==> config.mk <==
export PLATFORM = sky130hd
export DESIGN_NAME = uart_tx_8n1
export DESIGN_NICKNAME = d
export VERILOG_FILES = /design/src/rtl/uart_pkg.sv /design/src/rtl/uart_baud_counter.sv /design/src/rtl/uart_tx_8n1.sv
export SDC_FILE = /design/constraint.sdc
export NUM_CORES = 1
export LEC_CHECK = 0
export BUFFER_PORTS_ARGS = -buffer_cell sky130_fd_sc_hd__clkbuf_2
export CAP_MARGIN = 20
export CORE_AREA = 2 2 64 97
export CTS_CLUSTER_SIZE = 24
export DETAILED_ROUTE_END_ITERATION = 10
export DIE_AREA = 0 0 66 99
export GPL_ROUTABILITY_DRIVEN = 0
export PLACE_DENSITY = 0.49
export SYNTH_ARGS = -nofsm -noshare
export SYNTH_HDL_FRONTEND = slang
export SYNTH_SLANG_ARGS = --single-unit
==> constraint.sdc <==
create_clock -name clk -period 4.4 [get_ports clk]
set_input_delay 0.88 -clock clk [delete_from_list [all_inputs] [get_ports clk]]
set_output_delay 0.88 -clock clk [all_outputs]
set_load 0.01 [all_outputs]
==> src/rtl/uart_pkg.sv <==
`default_nettype none
// ============================================================================
// Module      : uart_pkg
// Description : Shared types and frame constants for the 8N1 UART transmitter.
// Revision    : 1.0 - initial release
// ============================================================================
package uart_pkg;

    localparam int CLKS_PER_BIT_DEFAULT = 868;
    localparam int DATA_BITS            = 8;
    localparam int STOP_BITS            = 1;
    localparam int BIT_IDX_W            = $clog2(DATA_BITS);

    typedef enum logic [2:0] {
        IDLE  = 3'd0,
        START = 3'd1,
        DATA  = 3'd2,
        STOP  = 3'd3,
        DONE  = 3'd4
    } state_e;

endpackage : uart_pkg
`default_nettype wire

==> src/rtl/uart_baud_counter.sv <==
`default_nettype none
// ============================================================================
// Module      : uart_baud_counter
// Description : Bit-period counter; flags the last cycle of each bit period.
// Revision    : 1.0 - initial release
// ============================================================================
module uart_baud_counter #(
    parameter int CLKS_PER_BIT = 868
) (
    input  logic clk,
    input  logic reset,
    input  logic clear,
    output logic bit_end
);

    localparam int              CNT_W  = (CLKS_PER_BIT > 1) ? $clog2(CLKS_PER_BIT) : 1;
    localparam logic [CNT_W-1:0] C_LAST = CNT_W'(CLKS_PER_BIT - 1);

    logic [CNT_W-1:0] r_count_q;
    logic [CNT_W-1:0] w_count_d;

    // Wrap at the bit boundary so consecutive bits never accumulate drift.
    always_comb begin
        w_count_d = r_count_q + CNT_W'(1);
        if (clear || (r_count_q == C_LAST)) begin
            w_count_d = '0;
        end
    end

    always_ff @(posedge clk or negedge reset) begin
        if (!reset) begin
            r_count_q <= '0;
        end else begin
            r_count_q <= w_count_d;
        end
    end

    assign bit_end = (r_count_q == C_LAST);

endmodule : uart_baud_counter
`default_nettype wire

==> src/rtl/uart_tx_8n1.sv <==
`default_nettype none
// ============================================================================
// Module      : uart_tx_8n1
// Description : 8N1 UART transmitter; sends back-to-back frames while enabled.
// Revision    : 1.0 - initial release
// ============================================================================
module uart_tx_8n1
    import uart_pkg::*;
#(
    parameter int CLKS_PER_BIT = CLKS_PER_BIT_DEFAULT
) (
    input  logic       clk,
    input  logic       reset,
    input  logic       enable,
    input  logic [7:0] tx_buf,
    output logic       serial_out,
    output logic       done
);

    localparam logic [BIT_IDX_W-1:0] C_LAST_BIT = BIT_IDX_W'(DATA_BITS - 1);

    state_e                 r_state_q;
    state_e                 w_state_d;
    logic [DATA_BITS-1:0]   r_data_q;
    logic [DATA_BITS-1:0]   w_data_d;
    logic [BIT_IDX_W-1:0]   r_bit_idx_q;
    logic [BIT_IDX_W-1:0]   w_bit_idx_d;
    logic                   r_serial_q;
    logic                   w_serial_d;
    logic                   r_done_q;
    logic                   w_done_d;
    logic                   w_bit_end;
    logic                   w_baud_clear;

    uart_baud_counter #(
        .CLKS_PER_BIT (CLKS_PER_BIT)
    ) u_baud (
        .clk     (clk),
        .reset   (reset),
        .clear   (w_baud_clear),
        .bit_end (w_bit_end)
    );

    always_comb begin
        w_state_d   = r_state_q;
        w_data_d    = r_data_q;
        w_bit_idx_d = r_bit_idx_q;

        case (r_state_q)
            IDLE: begin
                if (enable) begin
                    w_state_d   = START;
                    w_data_d    = tx_buf;
                    w_bit_idx_d = '0;
                end
            end
            START: begin
                if (w_bit_end) begin
                    w_state_d   = DATA;
                    w_bit_idx_d = '0;
                end
            end
            DATA: begin
                if (w_bit_end) begin
                    if (r_bit_idx_q == C_LAST_BIT) begin
                        w_state_d = STOP;
                    end else begin
                        w_bit_idx_d = r_bit_idx_q + BIT_IDX_W'(1);
                    end
                end
            end
            STOP: begin
                if (w_bit_end) begin
                    w_state_d = DONE;
                end
            end
            DONE: begin
                w_state_d = IDLE;
            end
            default: begin
                w_state_d = IDLE;
            end
        endcase

        // Each state starts with a full bit period.
        w_baud_clear = (w_state_d != r_state_q);

        // Outputs decode the next state so the registered line changes on the
        // same edge that changes state.
        w_serial_d = 1'b1;
        w_done_d   = 1'b0;
        case (w_state_d)
            START:   w_serial_d = 1'b0;
            DATA:    w_serial_d = w_data_d[w_bit_idx_d];
            DONE:    w_done_d   = 1'b1;
            default: w_serial_d = 1'b1;
        endcase
    end

    always_ff @(posedge clk or negedge reset) begin
        if (!reset) begin
            r_state_q   <= IDLE;
            r_data_q    <= '0;
            r_bit_idx_q <= '0;
            r_serial_q  <= 1'b1;
            r_done_q    <= 1'b0;
        end else begin
            r_state_q   <= w_state_d;
            r_data_q    <= w_data_d;
            r_bit_idx_q <= w_bit_idx_d;
            r_serial_q  <= w_serial_d;
            r_done_q    <= w_done_d;
        end
    end

    assign serial_out = r_serial_q;
    assign done       = r_done_q;

endmodule : uart_tx_8n1
`default_nettype wire

==> metrics.md, run 1 <==
| Metric | Value |
|---|---|
| Outcome | `finished clean` |
| Setup_tns | `0 ps` |
| Lkg Pwr | `roughly 0.66 nW` |
| Area delta synth->final | `13.9%` |
| RSZ-0062 raised after global routing | `false` |
| Clock Tree Root | `clkbuf_8` |
| Post-route ant nets | `0` |
| Worst Reg2Reg Path Length in Cells | `9` |
| Worst R2R Setup Slack | `2180 ps` |
| DP HPWL | `1970 microns` |
| Crit-path slowest cell | `dfrtp_1` |
| Die area | `~0.0065 sq mm` |
| CP Class | `flop to flop` |
| Routed WL | `2620 microns` |
| Row cnt | `34` |
| Max VDD drop | `0.281 mV` |
| Critical path, cell by cell | `ha_1 > and4bb_2 > and4_1 > o211a_2 > inv_2 > nor2_1 > o21bai_1 > a21oi_2 > a211oi_2` |
| Pwr Total | `~780 uW` |
| Met1 Track Usage GR | `between 10% and 20%` |
| WP data required | `4600 ps` |
| Slew Limit Fails | `0` |
| Worst Setup End Kind | `flop` |
| WHS Endpoint | `u_baud.r_count_q[0]` |
| DRC errors left | `0` |
| Routing usage on met3 | `under 10%` |
| Worst r2r src | `u_baud.r_count_q[0]` |
| DR pass1 iterations | `4` |
| EDFF count, synth | `0` |
| Tightest Hold Check Type | `flop to flop` |
| Final Setup Violations | `0` |
| Num ports | `13` |
| R2r endpoint | `serial_out` |
| Syn Area/Cell | `10.9 sq um` |
| Period utilization | `between 50% and 60%` |
| Worst Hold Depth | `1` |
| WP data arrival | `between 2000 and 2500 ps` |
| Fraction of registers with async set/reset | `between 90% and 100%` |
| Synthesized area | `0.00138 sq mm` |
| Global-route wire length before repair | `4480 microns` |
| Final min period | `between 2000 and 2500 ps` |
| Clock Skew | `4.00 ps` |
| Crit path max fanout | `6` |
| CTS max path bufs | `2` |
| CTS tree | `yes` |
| Power per Cell Area | `around 490 mW/mm^2` |
| Synth warn | `0` |
| Register area | `around 650 sq um` |
| Total number of vias | `960` |
| Largest net degree at the start of global routing | `27` |
| Cts repair resizes | `0` |
| Netlist cell types | `a little under 50` |
| Maxcap violations | `0` |
| Initial DRC Count | `46` |
| Grt met2 use | `15.2%` |
| Final hold vios | `0` |
| DP Area | `0.00150 sq mm` |
| Gr busiest metal | `met2` |
| Via-to-Cell Ratio | `4.55` |
| Clock sinks | `26` |
| CTS Hold Buffers Added | `0` |
| Number of global-route vias before repair | `1003` |
| Congestion Overflow GR | `0` |
| Global Route Usage Sum | `roughly 8.7%` |
| Commonest non-fill, non-tap cell in the layout | `dfrtp_1` |
| Clk slew on worst S/H paths | `approximately 90 ps` |
| Final Cell Area | `between 0.0015 and 0.002 sq mm` |
| Cts bufs inserted | `3` |
| Layout cells sized above 1 | `about 30%` |
| H-tree levels | `1` |
| Post-CTS setup buffers | `0` |
| Most used DFF post-synth | `dfrtp_1` |
| Crit path largest cell delay | `between 400 and 500 ps` |
| Worst Max-Slew Pin Slew | `633 ps` |
| Number of port buffers | `12` |
| Slew margin rel. | `about 58%` |
| Synth Instances | `127` |
| Initial antenna violation count | `0` |
| Fillcell total | `between 600 and 700` |
| Routed len/inst | `12.4 microns` |
| Most frequent cells in the layout | `25 x dfrtp_1, 23 x nor2_1, 12 x clkbuf_2, 8 x mux2_2, 6 x xor2_1` |
| Antenna Cells | `0` |
| Register area share after synthesis | `approximately 47%` |
| Multi-input gate area | `between 600 and 700 sq um` |
| Core ar. | `between 0.005 and 0.006 sq mm` |
| Die Ht | `between 90 and 100 microns` |
| Chip width | `~66 microns` |
| HP Start | `u_baud.r_count_q[0]` |
| Clock latency on the worst-skew pair | `270 ps` |
| Setup crit start kind | `flop` |
| NumNets Final | `~150` |
| Syn Nets | `140` |
| Maximum clock rate | `about 450 MHz` |
| Synth Register Bits | `26` |
| Starting Density | `24.2%` |
[kinds of logic (layout without fill, tap and decap cells)]
logic type | Yosys count | count (layout) | share of synthesized area, %
flip-flops | 26 | 26 | 47.2
AND/OR/NAND/NOR | 58 | 58 | 26.4
XOR/XNOR | 10 | 10 | 6.34
AO/OA/AOI/OAI | 16 | 16 | 8.79
adder cells (fa/ha/maj) | 2 | 2 | 1.81
buffers and inverters | 7 | 19 | 2.99
multiplexers | 8 | 8 | 6.52
[report_power, final]
part / internal (mW) / switching, mW / total [mW]
combinational: 0.0995 / 0.111 / 0.211
clock: 0.122 / 0.0771 / 0.199
sequential: 0.303 / 0.0641 / 0.367
[metrics by stage]
stage | instances | setup slack, ps | util (%) | hold slack, ps
CTS | 211 | 2170 | 27.6 | 488
global route | 211 | 1960 | 27.6 | 507
global placement | 207 | 1950 | 26.3 | 465
finish | 211 | 2180 | 27.6 | 485
detailed placement | 207 | 1870 | 26.3 | 475
floorplan | 127 | 2250 | - | 447
[cells in the mapped netlist, types with 3 or more instances]
cell type / n / area (sq um)
dfrtp_1: 25 / 626
nor2_1: 23 / 86.3
mux2_2: 8 / 90.1
xor2_1: 6 / 52.6
nand4_1: 4 / 25.0
xnor2_1: 4 / 35.0
nand2_1: 3 / 11.3
nand3_1: 3 / 15.0
o21ai_0: 3 / 15.0
[how the worst max path moves through the flow]
stage                   startpoint          to  slack [ps]  cells after the start
6_report       u_baud.r_count_q[0]  serial_out        2180                      9
3_5_place_dp                enable  serial_out        1870                      8
5_1_grt                     enable  serial_out        1960                      8
3_3_place_gp                enable  serial_out        1950                      8
2_1_floorplan               enable  serial_out        2250                      7
4_1_cts        u_baud.r_count_q[0]  serial_out        2170                      9
[sequential cells by signal (all words and copies together), names as in the netlist]
| signal | cells |
|---|---|
| u_baud.r_count_q | 10 |
| r_data_q | 8 |
| r_bit_idx_q | 3 |
| r_state_q | 3 |
| done | 1 |
| serial_out | 1 |
[cell type report]
type	instances	area share (%)
Timing Repair Buffer	12	3.82
Multi-Input combinational cell	94	43.8
Clock buffer	3	2.63
Tap cell	72	5.73
Sequential cell	26	41.4
Clock inverter	1	1.91
Inverter	3	0.716
[layer usage]
metal,wire [microns],share of wire (%)
met5,0,0
met4,40,1.5
met1,1150,44
met3,72,2.8
met2,1360,52
[worst max-delay path: cells and delay by family (launching register included)]
| kind | cells | cell delay (ps) |
|---|---|---|
| fa+ha+maj | 1 | 290 |
| flops | 1 | 410 |
| buf+inv | 1 | 110 |
| compound gates | 4 | 770 |
| simple gates | 3 | 560 |
Power figures use the tool's default switching activity.
==> inputs of run 2 (changes only) <==
- ABC_AREA: default -> 1
- CORE_AREA: 2 2 64 97 -> 2 2 66 99
- DIE_AREA: 0 0 66 99 -> 0 0 68 101
- PLACE_DENSITY: 0.49 -> 0.51
- clock period: 4.4 -> 1.85 ns (I/O delays scaled with it)
==> run 2 against run 1 <==
Net effect: core utilization up 0.36 points; setup slack worse by 2000 ps; sequential power up 55%; design area up 7.4%; global-route usage up 0.90 points; largest cell class unchanged; largest power group unchanged.
==> metrics.md, run 2 <==
| Metric | Value |
|---|---|
| Post-route ant nets | `0` |
| Clock sinks | `26` |
| Most used DFF post-synth | `dfrtp_1` |
| Area delta synth->final | `15.0%` |
| EDFF count, synth | `0` |
| Most frequent cells in the layout | `33 x inv_1, 32 x nand2_1, 25 x dfrtp_1, 19 x nand3_1, 14 x nor2_1` |
| Dpl ws | `168 ps` |
| Outcome | `finished clean` |
| Crit path max fanout | `5` |
| Slew margin rel. | `54.4%` |
| Num ports | `13` |
| Number of port buffers | `12` |
| Routed len/inst | `around 11 microns` |
| Global Route Usage Sum | `roughly a tenth` |
| Routed WL | `~2900 microns` |
| Register area | `between 600 and 700 sq um` |
| Clock latency on the worst-skew pair | `270 ps` |
| Die area | `about 0.0069 sq mm` |
| Starting Density | `between 20% and 30%` |
| CP top delay family | `simple AND/OR/NAND/NOR gates` |
| Global-route wire length before repair | `roughly 5000 microns` |
| Top cell type by total area after synthesis | `dfrtp_1` |
| Clock Skew | `6.18 ps` |
| CTS Hold Buffers Added | `0` |
| Synth Instances | `around 180` |
| Chip width | `between 60 and 70 microns` |
| Fin worst setup slack | `147 ps` |
| Cts repair resizes | `0` |
| Setup crit start kind | `flop` |
| Row cnt | `35` |
| Tightest Hold Check Type | `input port to async pin` |
| WP data arrival | `around 1900 ps` |
| WHS | `approximately 120 ps` |
| Top Registers | `u_baud.r_count_q: 10 flops, r_data_q: 8 flops` |
| DP Area | `approximately 0.0016 sq mm` |
| H-tree levels | `1` |
| Fillcell total | `between 600 and 700` |
| Final Setup Violations | `0` |
| Congestion Overflow GR | `0` |
| DR pass1 iterations | `4` |
| DP HPWL | `between 2000 and 2500 microns` |
| Netlist cell types | `30` |
| Yosys top cell area share | `about 43%` |
| Cts bufs inserted | `3` |
| Register area share after synthesis | `approximately 44%` |
| Critical path, cell by cell | `ha_1 > nand2_1 > xor2_1 > nand3_1 > nand3_4 > nand2_4 > nand2_1 > nand3_1 > nand3_1 > nand3_1 > nand2_1` |
| Post-CTS setup buffers | `0` |
| WP data required | `roughly 2100 ps` |
| Crit path largest cell delay | `420 ps` |
| Core ar. | `0.00604 sq mm` |
| Lkg Pwr | `a little under 0.8 nW` |
| Crit-path slowest cell | `dfrtp_1` |
| Final Non-Filler Cells | `roughly 270` |
| Initial antenna violation count | `0` |
| Initial DRC Count | `36` |
| Layout cells sized above 1 | `roughly 22%` |
| Worst Max-Slew Pin Slew | `684 ps` |
| CP most frequent cell | `nand3_1` |
| Via-to-Cell Ratio | `roughly 4.2` |
| CTS max path bufs | `2` |
| Final Cell Area | `0.00169 sq mm` |
| Max VDD drop | `a little over 0.3 mV` |
| Clk slew on worst S/H paths | `90 ps` |
| Commonest non-fill, non-tap cell in the layout | `inv_1` |
| Syn Nets | `196` |
| Reg with most FFs | `u_baud.r_count_q` |
| Largest net degree at the start of global routing | `27` |
| Cell with the most instances after synthesis | `inv_1` |
| Syn Area/Cell | `~8.0 sq um` |
| RSZ-0062 raised after global routing | `false` |
| Power per Cell Area | `about 570 mW/mm^2` |
| Total number of vias | `~1100` |
| Synthesized area | `0.00147 sq mm` |
| Antenna Cells | `0` |
| Post-layout util | `approximately 28%` |
| Die Ht | `101 microns` |
| Slew Limit Fails | `0` |
| Number of global-route vias before repair | `1128` |
| Synth Register Bits | `26` |
| CP bufs+invs | `0` |
| Setup_tns | `0 ps` |
| Fraction of registers with async set/reset | `between 90% and 100%` |
| Dpl cells | `269` |
| Largest register FFs | `10` |
| Top post-synthesis cells by area | `dfrtp_1 43%, inv_1 8.4%, nand2_1 8.2%` |
| Final hold vios | `0` |
| CP Class | `flop to flop` |
| Period utilization | `between 90 and 100%` |
| Maximum clock rate | `a little under 600 MHz` |
| NumNets Final | `213` |
| DRC errors left | `0` |
| Clock Tree Root | `clkbuf_8` |
| Multi-input gate area | `679 sq um` |
| CTS tree | `yes` |
| Top cells by count, synth | `33 x inv_1, 32 x nand2_1, 25 x dfrtp_1` |
| Final min period | `approximately 1700 ps` |
| Maxcap violations | `0` |
| Worst Setup End Kind | `flop` |
| Synth warn | `0` |
| Pwr Total | `approximately 960 uW` |
[run 2: cell count changes in the layout (fill, tap and decap cells not counted), sizes merged, moves of 3 or more]
cell	previous run	this run
a21oi	2	5
inv	3	38
mux2	8	0
nand2	4	41
nand3	3	22
nand4	4	1
nor2	23	18
nor3	3	7
o21ai	5	9
xnor2	4	0
xor2	6	3
[run 2: path summary, 6_finish.rpt]
check                                     from                   to  slack, ps  cells after the start
max                             r_bit_idx_q[0]           serial_out        150                     11
min                                      reset  u_baud.r_count_q[4]        120                      1
max reg2reg                     r_bit_idx_q[0]           serial_out        150                     11
min reg2reg                u_baud.r_count_q[0]  u_baud.r_count_q[0]        530                      1
max in group asynchronous                reset         r_state_q[1]       1290                      1
min in group clk                     tx_buf[3]          r_data_q[3]        310                      3
[run 2: area by class of cell]
class                      instances  share of cell area [%]
clock buffer                       4                    3.26
multi-input combinational        118                    40.2
timing repair buffer              13                    4.00
inverter                          38                    8.44
tap                               74                    5.48
sequential                        26                    38.6
[run 2: cell families (layout without fill, tap and decap cells)]
group	Yosys count	in the layout	share of synthesized area [%]
and+or+nand+nor	95	95	34.5
buffers and inverters	39	55	10.2
DFF	26	26	44.4
AOI/OAI and AO/OA	18	18	7.41
xor gates and xnor gates	3	3	1.79
adders and majority gates	2	2	1.70
[run 2: report_power, final]
group	switching (mW)	leakage, nW	internal [mW]	total [mW]
clock	0.180	0.0288	0.190	0.370
sequential	0	0.282	0.568	0.568
combinational	0.0149	0.479	0.00731	0.0222
total	0.195	0.790	0.766	0.960
[run 2: layer usage]
metal / global-route usage, % / up-vias / wire [microns]
li1: - / 608 / -
met1: 10.0 / 518 / 1190
met2: 17.7 / 10 / 1640
met3: 1.56 / 5 / 60
met4: 4.62 / 0 / 54
met5: 0 / - / 0
